<file path="src/rtl/rs_decoder.sv">
// Streaming RS(7,5) decoder over GF(8), single-symbol correction.
// Collects a word, solves from two syndromes, emits c6..c2.
module rs_decoder #(
  parameter int SYMBOL_WIDTH = 3,
  parameter int N = 7
) (
  input  logic                    clk,
  input  logic                    reset,
  input  logic                    in_valid,
  input  logic [SYMBOL_WIDTH-1:0] in_symbol,
  output logic                    in_ready,
  output logic                    out_valid,
  output logic [SYMBOL_WIDTH-1:0] out_symbol,
  input  logic                    out_ready,
  output logic                    out_last,
  output logic                    out_corrected,
  output logic                    out_uncorrectable
);

  localparam int W = SYMBOL_WIDTH;

  typedef logic [W-1:0] sym_t;

  typedef enum logic [1:0] {
    COLLECT,
    SOLVE,
    EMIT
  } state_t;

  function automatic sym_t to_poly(input sym_t idx);
    sym_t p;
    unique case (idx)
      3'd0: p = 3'b000;
      3'd1: p = 3'b001;
      3'd2: p = 3'b010;
      3'd3: p = 3'b100;
      3'd4: p = 3'b011;
      3'd5: p = 3'b110;
      3'd6: p = 3'b111;
      default: p = 3'b101;
    endcase
    return p;
  endfunction

  function automatic sym_t to_idx(input sym_t p);
    sym_t idx;
    unique case (p)
      3'b000: idx = 3'd0;
      3'b001: idx = 3'd1;
      3'b010: idx = 3'd2;
      3'b100: idx = 3'd3;
      3'b011: idx = 3'd4;
      3'b110: idx = 3'd5;
      3'b111: idx = 3'd6;
      default: idx = 3'd7;
    endcase
    return idx;
  endfunction

  // Multiply a polynomial-form element by alpha (x^3 = x + 1).
  function automatic sym_t mul_a(input sym_t p);
    return {p[1], p[0] ^ p[2], p[2]};
  endfunction

  function automatic sym_t mod7(input logic [4:0] v);
    logic [4:0] r;
    if (v >= 5'd14) begin
      r = v - 5'd14;
    end else if (v >= 5'd7) begin
      r = v - 5'd7;
    end else begin
      r = v;
    end
    return r[2:0];
  endfunction

  state_t      state_q, state_d;
  logic [2:0]  cnt_q, cnt_d;
  logic [2:0]  beat_q, beat_d;
  sym_t        s1_q, s1_d;
  sym_t        s2_q, s2_d;
  sym_t        mem_q [N];
  sym_t        mem_d [N];
  logic        corr_q, corr_d;
  logic        unc_q, unc_d;

  sym_t        base1, base2;
  sym_t        ls1, ls2;
  sym_t        loc, e_log, e_poly;
  logic [2:0]  slot;
  sym_t        fix_sym;

  // Syndromes are kept in polynomial form; logs only for the solve.
  always_comb begin
    base1   = (cnt_q == 3'd0) ? '0 : mul_a(s1_q);
    base2   = (cnt_q == 3'd0) ? '0 : mul_a(mul_a(s2_q));
    ls1     = to_idx(s1_q) - 3'd1;
    ls2     = to_idx(s2_q) - 3'd1;
    loc     = mod7({2'b00, ls2} + 5'd7 - {2'b00, ls1});
    e_log   = mod7({1'b0, ls1, 1'b0} + 5'd7 - {2'b00, ls2});
    e_poly  = to_poly(e_log + 3'd1);
    slot    = 3'd6 - loc;
    fix_sym = to_idx(to_poly(mem_q[slot]) ^ e_poly);
  end

  always_comb begin
    state_d = state_q;
    cnt_d   = cnt_q;
    beat_d  = beat_q;
    s1_d    = s1_q;
    s2_d    = s2_q;
    mem_d   = mem_q;
    corr_d  = corr_q;
    unc_d   = unc_q;
    unique case (state_q)
      COLLECT: begin
        if (in_valid) begin
          mem_d[cnt_q] = in_symbol;
          s1_d = base1 ^ to_poly(in_symbol);
          s2_d = base2 ^ to_poly(in_symbol);
          if (cnt_q == 3'(N - 1)) begin
            cnt_d   = 3'd0;
            state_d = SOLVE;
          end else begin
            cnt_d = cnt_q + 3'd1;
          end
        end
      end
      SOLVE: begin
        corr_d  = 1'b0;
        unc_d   = 1'b0;
        beat_d  = 3'd0;
        state_d = EMIT;
        if ((s1_q == '0) != (s2_q == '0)) begin
          unc_d = 1'b1;
        end else if (s1_q != '0) begin
          corr_d      = 1'b1;
          mem_d[slot] = fix_sym;
        end
      end
      EMIT: begin
        if (out_ready) begin
          if (beat_q == 3'd4) begin
            beat_d  = 3'd0;
            state_d = COLLECT;
          end else begin
            beat_d = beat_q + 3'd1;
          end
        end
      end
      default: state_d = COLLECT;
    endcase
  end

  always_ff @(posedge clk) begin
    if (reset) begin
      state_q <= COLLECT;
      cnt_q   <= '0;
      beat_q  <= '0;
      s1_q    <= '0;
      s2_q    <= '0;
      corr_q  <= 1'b0;
      unc_q   <= 1'b0;
      for (int i = 0; i < N; i++) begin
        mem_q[i] <= '0;
      end
    end else begin
      state_q <= state_d;
      cnt_q   <= cnt_d;
      beat_q  <= beat_d;
      s1_q    <= s1_d;
      s2_q    <= s2_d;
      corr_q  <= corr_d;
      unc_q   <= unc_d;
      mem_q   <= mem_d;
    end
  end

  always_comb begin
    in_ready          = (state_q == COLLECT);
    out_valid         = (state_q == EMIT);
    out_symbol        = out_valid ? mem_q[beat_q] : '0;
    out_last          = out_valid && (beat_q == 3'd4);
    out_corrected     = out_valid && corr_q;
    out_uncorrectable = out_valid && unc_q;
  end

endmodule

</file>
<file path="config.mk">
export PLATFORM = sky130hd
export DESIGN_NAME = rs_decoder
export DESIGN_NICKNAME = d
export VERILOG_FILES = /design/src/rtl/rs_decoder.sv
export SDC_FILE = /design/constraint.sdc
export NUM_CORES = 1
export LEC_CHECK = 0
export ABC_AREA = 1
export CAP_MARGIN = 20
export CORE_MARGIN = 3
export CORE_UTILIZATION = 35
export DETAILED_ROUTE_END_ITERATION = 10
export GPL_ROUTABILITY_DRIVEN = 1
export PLACE_DENSITY = 0.62
export SYNTH_ARGS = -nofsm -noshare
export SYNTH_HDL_FRONTEND = slang
export SYNTH_SLANG_ARGS = --single-unit
</file>
<file path="constraint.sdc">
create_clock -name clk -period 10 [get_ports clk]
set_input_delay 2 -clock clk [delete_from_list [all_inputs] [get_ports clk]]
set_output_delay 2 -clock clk [all_outputs]
set_load 0.005 [all_outputs]
</file>
==> results.py, run 1 <==
metrics = {
    "drt": {
        "wl_um": 9440,
        "routed_via_density": 5.16,
        "wl_per_cell_um": 13.1,
        "ant_nets": 0,
        "dr.first_iter.drc_count": 287,
        "drc": 0,
        "first_pass_iters": 5,
        "num_vias": 3707,
    },
    "sta": {
        "finalCritPeriodShare_pct": 46.3,
        "slew_headroom_pct": 46.3,
        "fin_crit_ps": 4630,
        "tns_ps": 0,
        "hold_violations": 0,
        "setup_viol": 0,
        "fin_skew_ps": 17.3,
        "worstMarginPinSlew_ps": 805,
        "rsz0062_at_grt": "no",
        "slew_viol_final": 0,
        "holdWs_ps": 468,
        "fmax_ghz": 0.216,
        "fin_ws_ps": 5370,
    },
    "final_layout": {
        "fin_util_pct": 41.1,
        "drive_gt1_share_pct": 12.7,
        "nets": 612,
        "nFillCells": 1074,
        "synthToLayoutAreaGrowth_pct": 11.1,
        "insertedDiodeCount": 0,
    },
    "grt": {
        "grt_pass1_wl_um": 15900,
        "grt_antenna_before_repair": 0,
        "grt_max_degree": 31,
        "grt.total_usage_pct": 17.0,
        "grt_pass1_vias": 3371,
        "grt_overflow": 0,
    },
    "critical_path": {
        "rr_endpoint": "mem_q[11]",
        "critPathArrivalTime_ps": 4850,
        "startpoint_type": "flop",
        "path_delay_family": "simple AND/OR/NAND/NOR gates",
        "cp_common_cell": "nand2_1",
        "path_class": "reg -> reg",
        "r2r_setup_slack_ps": 5370,
        "cpPeakStageDelay_ps": 450,
        "crit_fanout": 9,
        "rr_startpoint": "s2_q[2]",
        "crit_path_end_kind": "flop",
        "worst-path-buf-inv": 3,
        "slowest_stage": "dfxtp_1",
        "reg2regPathDepth": 33,
        "worstPathRequired_ps": 10220,
    },
    "clocking": {
        "ctsLongestPathBuffers": 2,
        "clock-root-buffer": "clkbuf_8",
        "postCtsHoldBufs": 0,
        "cts_buffers": 5,
        "post_cts_resized": 0,
        "path_clk_slew_ps": 80,
        "cts_tree": "done",
        "clkLatencyLatePin_ps": 300,
        "htreeDepth": 2,
        "clock-sinks": 37,
        "cts_setup_buffers": 0,
    },
    "min_path": {
        "hold_end": "corr_q",
        "min_path_cells": 2,
        "hp-class": "reg -> reg",
        "hold_path.startpoint": "corr_q",
    },
    "floorplan": {
        "fp.dieH_um": 106,
        "io_pins": 15,
        "die_w_um": 106,
        "rows": 35,
        "initial_core_util_pct": 37.0,
        "core_area_sq_mm": 0.00946,
        "dieArea_sq_mm": 0.0112,
    },
    "yosys": {
        "syn_inst": 575,
        "synth_area_sq_mm": 0.00350,
        "synth_simple_gate_area_share_pct": 39.6,
        "synth_mux_area_share_pct": 0.608,
        "synth_top_family_by_area": "simple AND/OR/NAND/NOR gates",
        "avgSynthCellArea_sq_um": 6.08,
        "synth.net_count": 598,
        "synth_warnings": 0,
        "synth_adder_area_share_pct": 5.94,
        "synth_compound_area_share_pct": 21.0,
        "synth.distinct_cells": 39,
        "ys_ff_latch": 37,
        "seq_area_frac_synth_pct": 21.2,
        "synth_xor_xnor_area_share_pct": 1.25,
    },
    "placement": {
        "io_buffers": 14,
        "gp_congestion": 0.945,
        "dpl_worst_slack_ps": 5430,
        "hpwl_um": 7530,
    },
    "status": {
        "status": "finished clean",
    },
    "job": {
        "max-cap-violations": 0,
    },
}
state kept, by name (all words and copies together) (netlist names):
register,count
mem_q,21
beat_q,3
cnt_q,3
state_q,2
s1_q,3
s2_q,3
corr_q,1
unc_q,1
metrics by stage:
| step | instances | cell area [sq um] |
|---|---|---|
| 2_1_floorplan | 575 | 3500 |
| 3_3_place_gp | 711 | 3770 |
| 3_5_place_dp | 711 | 3770 |
| 4_1_cts | 719 | 3880 |
| 5_1_grt | 719 | 3880 |
| 6_report | 719 | 3880 |
placed cells by master, fill, tap and decap left out, drive strengths merged, types with 2 or more instances in the layout:
cell type / Yosys / routed
nand2: 159 / 159
inv: 89 / 89
a21oi: 70 / 70
nand3: 70 / 70
o21ai: 50 / 50
nor2: 43 / 43
dfxtp: 37 / 37
ha: 15 / 15
clkdlybuf4s50: 0 / 14
nor3: 6 / 6
clkbuf: 6 / 6
o211ai: 4 / 4
a31oi: 4 / 4
xor2: 3 / 3
xnor2: 2 / 2
nand4: 2 / 2
nor4: 2 / 2
clkinv: 1 / 2
or2: 2 / 2
final cells by class:
class	instances	area, sq um	share of cell area [%]
Clock buffer	6	72.6	1.87
Clock inverter	2	38.8	0.998
Inverter	90	339	8.73
Multi-Input combinational cell	441	2390	61.6
Sequential cell	37	741	19.1
Tap cell	129	161	4.15
Timing Repair Buffer	14	140	3.61
routing by layer:
layer  vias up  global-route usage [%]  part of all wire (%)
met5         -                       0                     0
met4         0                    4.53                   1.0
met3         9                    2.00                   4.8
met2        96                    27.8                    46
met1      1671                    23.7                    48
li1       1931                       -                     -
logic make-up (layout without fill, tap and decap cells):
kind of cell               after synthesis  after routing
AOI/OAI and AO/OA                      133            133
xor gates and xnor gates                 5              5
DFF                                     37             37
and+or+nand+nor                        285            285
adders and majority gates               16             16
buffers and inverters                   97            112
muxes                                    2              2
worst max path at each step:
stage | cells past startpoint | from | end
5_1_grt | 33 | s2_q[2] | mem_q[2]
6_report | 33 | s2_q[2] | mem_q[11]
3_3_place_gp | 25 | s2_q[2] | mem_q[17]
3_5_place_dp | 33 | s2_q[2] | mem_q[11]
4_1_cts | 33 | s2_q[2] | mem_q[11]
2_1_floorplan | 27 | s2_q[2] | mem_q[13]
cell usage after synthesis (all sizes together):
cell	instances	area, sq um
mux2i	1	10.0
o221ai	1	8.76
nor4	2	12.5
mux2	1	11.3
nand3	70	398
xor2	3	26.3
a21oi	70	388
buf	1	3.75
o211ai	4	30.0
clkbuf	6	22.5
a211oi	1	7.51
fa	1	20.0
o32ai	1	8.76
nand2	159	742
inv	89	334
dfxtp	37	741
nor3	6	30.0
o21ai	50	250
a211o	1	8.76
nand4	2	12.5
ha	15	188
o22ai	1	6.26
or2	2	12.5
a31oi	4	25.0
clkinv	1	5.00
xnor2	2	17.5
nand3b	1	7.51
nor2	43	171
worst reg2reg max path: cells and delay by family (launching register included):
kind	cells	cell delay (ps)
DFF	1	450
and+or+nand+nor	25	2570
adders and majority gates	3	790
buffers and inverters	3	340
AOI/OAI and AO/OA	2	410
Power of run 1 is left out: the tool's default activity adds up to more than one toggle a clock period on the data nets, which glitch-free logic cannot reach.
==> run 2: changes to the inputs <==
- PLACE_DENSITY: 0.62 -> 0.64
- clock period: 10 -> 4.05 ns (I/O delays scaled with it)
==> run 2 against run 1 <==
- core utilization rose by 7.2 points
- clock-buffer cell count fell by 1
- routed wire length rose by 12%
- largest cell class unchanged
- non-clock buffer count grew 48
- hold slack got worse by 7.1 ps
- global-route usage is 0.88 points higher
==> results.py, run 2 (synthesized netlist as in run 1, its figures left out) <==
metrics = {
    "drt": {
        "wl_per_cell_um": 13.8,
        "dr.first_iter.drc_count": 248,
        "first_pass_iters": 5,
        "routed_via_density": 5.19,
        "wl_um": 10600,
        "num_vias": 3982,
        "drc": 0,
        "ant_nets": 0,
    },
    "critical_path": {
        "slowest_stage": "dfxtp_4",
        "crit_path_end_kind": "flop",
        "cp_common_cell": "nand2_2",
        "worst-path-buf-inv": 5,
        "path_class": "reg -> reg",
        "critPathArrivalTime_ps": 4270,
        "path_delay_family": "simple AND/OR/NAND/NOR gates",
        "startpoint_type": "flop",
        "cpPeakStageDelay_ps": 360,
        "crit_fanout": 7,
        "worstPathRequired_ps": 4300,
    },
    "final_layout": {
        "mostFrequentLayoutCell": "nand2_1",
        "drive_gt1_share_pct": 29.5,
        "final_cell_mix": "nand2_1 (95), inv_1 (77), nand3_1 (54)",
        "top_register": "mem_q",
        "insertedDiodeCount": 0,
        "final_area_sq_mm": 0.00456,
        "nets": 660,
        "largest_register_ffs": 21,
        "synthToLayoutAreaGrowth_pct": 30.4,
    },
    "placement": {
        "hpwl_um": 7740,
        "io_buffers": 14,
        "gp_congestion": 0.903,
        "place_area_sq_mm": 0.00404,
    },
    "grt": {
        "grt_antenna_before_repair": 0,
        "grt_util_met3_pct": 1.82,
        "grt_max_degree": 31,
        "grt_overflow": 0,
        "grt.total_usage_pct": 17.9,
        "grtUsageMet1_pct": 24.7,
        "use_met2_pct": 30.2,
        "grt_pass1_wl_um": 16600,
        "busiest_layer": "met2",
        "grt_pass1_vias": 3545,
    },
    "clocking": {
        "ctsLongestPathBuffers": 2,
        "cts_buffers": 5,
        "clock-sinks": 37,
        "cts_tree": "done",
        "clkLatencyLatePin_ps": 310,
        "clock-root-buffer": "clkbuf_8",
        "htreeDepth": 2,
        "path_clk_slew_ps": 90,
    },
    "floorplan": {
        "io_pins": 15,
        "dieArea_sq_mm": 0.0112,
        "die_w_um": 106,
        "core_area_sq_mm": 0.00946,
        "rows": 35,
        "fp.dieH_um": 106,
        "initial_core_util_pct": 37.0,
    },
    "sta": {
        "fin_skew_ps": 10.4,
        "hold_violations": 0,
        "rsz0062_at_grt": "yes",
        "slew_headroom_pct": 45.3,
        "fin_crit_ps": 4030,
        "worstMarginPinSlew_ps": 820,
        "fmax_ghz": 0.248,
        "slew_viol_final": 0,
        "setup_viol": 0,
        "finalCritPeriodShare_pct": 99.4,
        "tns_ps": 0,
        "holdWs_ps": 461,
    },
    "min_path": {
        "hp-class": "reg -> reg",
    },
    "job": {
        "max-cap-violations": 0,
    },
    "status": {
        "status": "finished clean",
    },
}
[run 2: cell count changes in the layout (fill, tap and decap cells not counted), sizes merged]
cell / change
clkinv: -1
buf: +48
inv: +2
clkbuf: -1
[run 2: metrics by stage]
stage / utilization [%] / std cells / worst slack (ps)
5_1_grt: 48.2 / 767 / -297
3_5_place_dp: 42.7 / 746 / -218
3_3_place_gp: 42.7 / 746 / -136
4_1_cts: 45.2 / 759 / 1.13
2_1_floorplan: - / 575 / 121
6_report: 48.2 / 767 / 24.6
[run 2: final timing paths]
kind	from	endpoint	slack, ps	depth (start not counted)
worst max-delay path	s1_q[0]	mem_q[8]	20	37
worst min-delay path	corr_q	corr_q	460	2
worst max register to register	s1_q[0]	mem_q[8]	20	37
worst min register to register	corr_q	corr_q	460	2
[run 2: worst reg2reg max path, delay by kind of cell, from the launching register on]
kind,cells,cell delay [ps]
flip-flops,1,360
AO/OA/AOI/OAI,3,450
adder cells (fa/ha/maj),3,680
AND/OR/NAND/NOR,26,2150
buffers and inverters,5,330
[run 2: layer usage]
| layer | vias to the layer above | wire [um] |
|---|---|---|
| li1 | 2016 | - |
| met2 | 101 | 5170 |
| met5 | - | 0 |
| met4 | 0 | 157 |
| met3 | 15 | 419 |
| met1 | 1850 | 4820 |
[run 2: area by class of cell]
class	count	area (sq um)
fillers	986	4900
well taps	129	161
clock buffers	5	68.8
multi-input cells	441	2680
inverters	90	345
repair buffers	62	508
flip-flops and latches	37	754
clock inverters	3	43.8
[run 2: what timing repair did]
item | in CTS | in global routing
setup buffers | 5 | 8
gates resized for setup | 27 | 66
hold buffers | 0 | 0
endpoints found under the setup margin | 21 | 21
pin swaps | 16 | 45
Power of run 2 is left out for the same reason.
==> run 3: changes to the inputs <==
- PLACE_DENSITY: 0.64 -> 0.62
- clock period: 4.05 -> 3.84 ns (I/O delays scaled with it)
==> run 3 against run 2 <==
- the run now ends with negative setup slack left
- flip-flop and latch count is the same
- worst setup slack lost 100 ps
- core utilization grew 4.2 points
- first-iteration DRC count grew 2.0%
- final cell count grew 3.0%
- hold slack lost 2.4 ps
- design area grew 8.7%
- fmax grew 2.8%
- global-route usage grew 1.3 points
- critical path type unchanged
- highest routed layer unchanged
==> results.py, run 3 (synthesized netlist as in run 1, its figures left out) <==
metrics = {
    "floorplan": {
        "die_w_um": 106,
        "dieArea_sq_mm": 0.0112,
        "rows": 35,
        "io_pins": 15,
        "core_area_sq_mm": 0.00946,
        "fp.dieH_um": 106,
        "initial_core_util_pct": 37.0,
    },
    "clocking": {
        "ctsLongestPathBuffers": 2,
        "cts_tree": "done",
        "htreeDepth": 2,
        "cts_buffers": 5,
        "clkLatencyLatePin_ps": 300,
        "clock-sinks": 37,
        "path_clk_slew_ps": 80,
        "clock-root-buffer": "clkbuf_8",
    },
    "sta": {
        "worstMarginPinSlew_ps": 621,
        "rsz0062_at_grt": "yes",
        "setup_viol": 21,
        "fin_ws_ps": -76.3,
        "slew_headroom_pct": 58.3,
        "fmax_ghz": 0.255,
        "hold_violations": 0,
        "fin_skew_ps": 5.40,
        "finalCritPeriodShare_pct": 102,
        "slew_viol_final": 0,
        "holdWs_ps": 459,
        "fin_crit_ps": 3920,
    },
    "drt": {
        "wl_um": 10900,
        "ant_nets": 0,
        "wl_per_cell_um": 13.8,
        "dr.first_iter.drc_count": 253,
        "num_vias": 4043,
        "first_pass_iters": 5,
        "drc": 0,
        "routed_via_density": 5.12,
    },
    "final_layout": {
        "drive_gt1_share_pct": 36.2,
        "top_register": "mem_q",
        "synthToLayoutAreaGrowth_pct": 41.8,
        "final_cell_mix": "nand2_1 (78), inv_1 (74), buf_4 (65)",
        "nets": 683,
        "fin_util_pct": 52.4,
        "largest_register_ffs": 21,
        "multi_input_area_sq_mm": 0.00288,
        "insertedDiodeCount": 0,
        "mostFrequentLayoutCell": "nand2_1",
        "nFillCells": 945,
        "regArea_sq_um": 752,
    },
    "critical_path": {
        "slowest_stage": "dfxtp_2",
        "path_class": "reg -> reg",
        "worstSetupPathDepth": 38,
        "worstPathRequired_ps": 4080,
        "cpPeakStageDelay_ps": 340,
        "cp_common_cell": "nand2_4",
        "startpoint_type": "flop",
        "critPathArrivalTime_ps": 4150,
        "crit_path_end_kind": "flop",
        "r2r_setup_slack_ps": -80,
        "path_delay_family": "simple AND/OR/NAND/NOR gates",
        "reg2regPathDepth": 38,
        "cp-endpoint": "mem_q[20]",
        "rr_startpoint": "s1_q[2]",
        "rr_endpoint": "mem_q[20]",
        "crit_fanout": 7,
        "startpoint": "s1_q[2]",
        "worst-path-buf-inv": 7,
    },
    "placement": {
        "gp_congestion": 0.865,
        "io_buffers": 14,
        "hpwl_um": 7850,
    },
    "grt": {
        "grt_antenna_before_repair": 0,
        "grt_pass1_vias": 3805,
        "grt_overflow": 0,
        "grt_max_degree": 31,
        "grt.total_usage_pct": 19.2,
        "grt_pass1_wl_um": 17800,
    },
    "status": {
        "status": "complete, but fails checks",
        "violations": "negative setup slack",
    },
    "min_path": {
        "hp-class": "reg -> reg",
    },
    "job": {
        "max-cap-violations": 0,
    },
}
## run 3: cell count changes in the layout (fill, tap and decap cells not counted), sizes merged
cell / change
inv: -1
clkbuf: +2
buf: +23
bufinv: -1
## run 3: area by class of cell
| class | count | share of cell area (%) |
|---|---|---|
| multi-input cells | 441 | 58.1 |
| repair buffers | 85 | 14.2 |
| inverters | 90 | 7.16 |
| flip-flops and latches | 37 | 15.2 |
| clock inverters | 1 | 0.177 |
| clock buffers | 7 | 1.94 |
| well taps | 129 | 3.25 |
## run 3: routing by layer
layer  track usage (%)  routed length, um  vias up
met1              26.5               4780     1855
met5                 0                  0        -
li1                  -                  -     2065
met3              1.64                591       14
met2              32.6               5370      109
met4              4.35                144        0
## run 3: stage by stage
stage | cells | TNS (ps) | setup WS [ps] | instance area (sq um)
floorplan | 575 | 0 | 7.71 | 3510
global placement | 767 | -4210 | -242 | 4200
detailed placement | 767 | -6030 | -336 | 4200
CTS | 783 | -255 | -44.3 | 4670
global route | 790 | -6600 | -350 | 4960
finish | 790 | -772 | -76.3 | 4960
## run 3: worst min-delay path by stage
stage / startpoint / end / slack [ps] / depth (start not counted)
6_report: corr_q / corr_q / 460 / 2
5_1_grt: corr_q / corr_q / 500 / 2
4_1_cts: corr_q / corr_q / 460 / 2
3_5_place_dp: corr_q / corr_q / 450 / 2
3_3_place_gp: corr_q / corr_q / 440 / 2
2_1_floorplan: corr_q / corr_q / 430 / 2
## run 3: timing repair
action / CTS / global route
hold buffers: 0 / 0
resized for setup: 90 / 51
pin swaps: 56 / 50
endpoints found under the setup margin: 21 / 21
setup buffers: 8 / 8
endpoints found under the hold margin: 0 / 0
## run 3: worst register-to-register path: cells and delay by family (launching register included)
family | cells | cell delay (ps)
DFF | 1 | 340
AOI/OAI and AO/OA | 3 | 430
adders and majority gates | 3 | 680
and+or+nand+nor | 25 | 1930
buffers and inverters | 7 | 470
Power of run 3 is left out for the same reason.
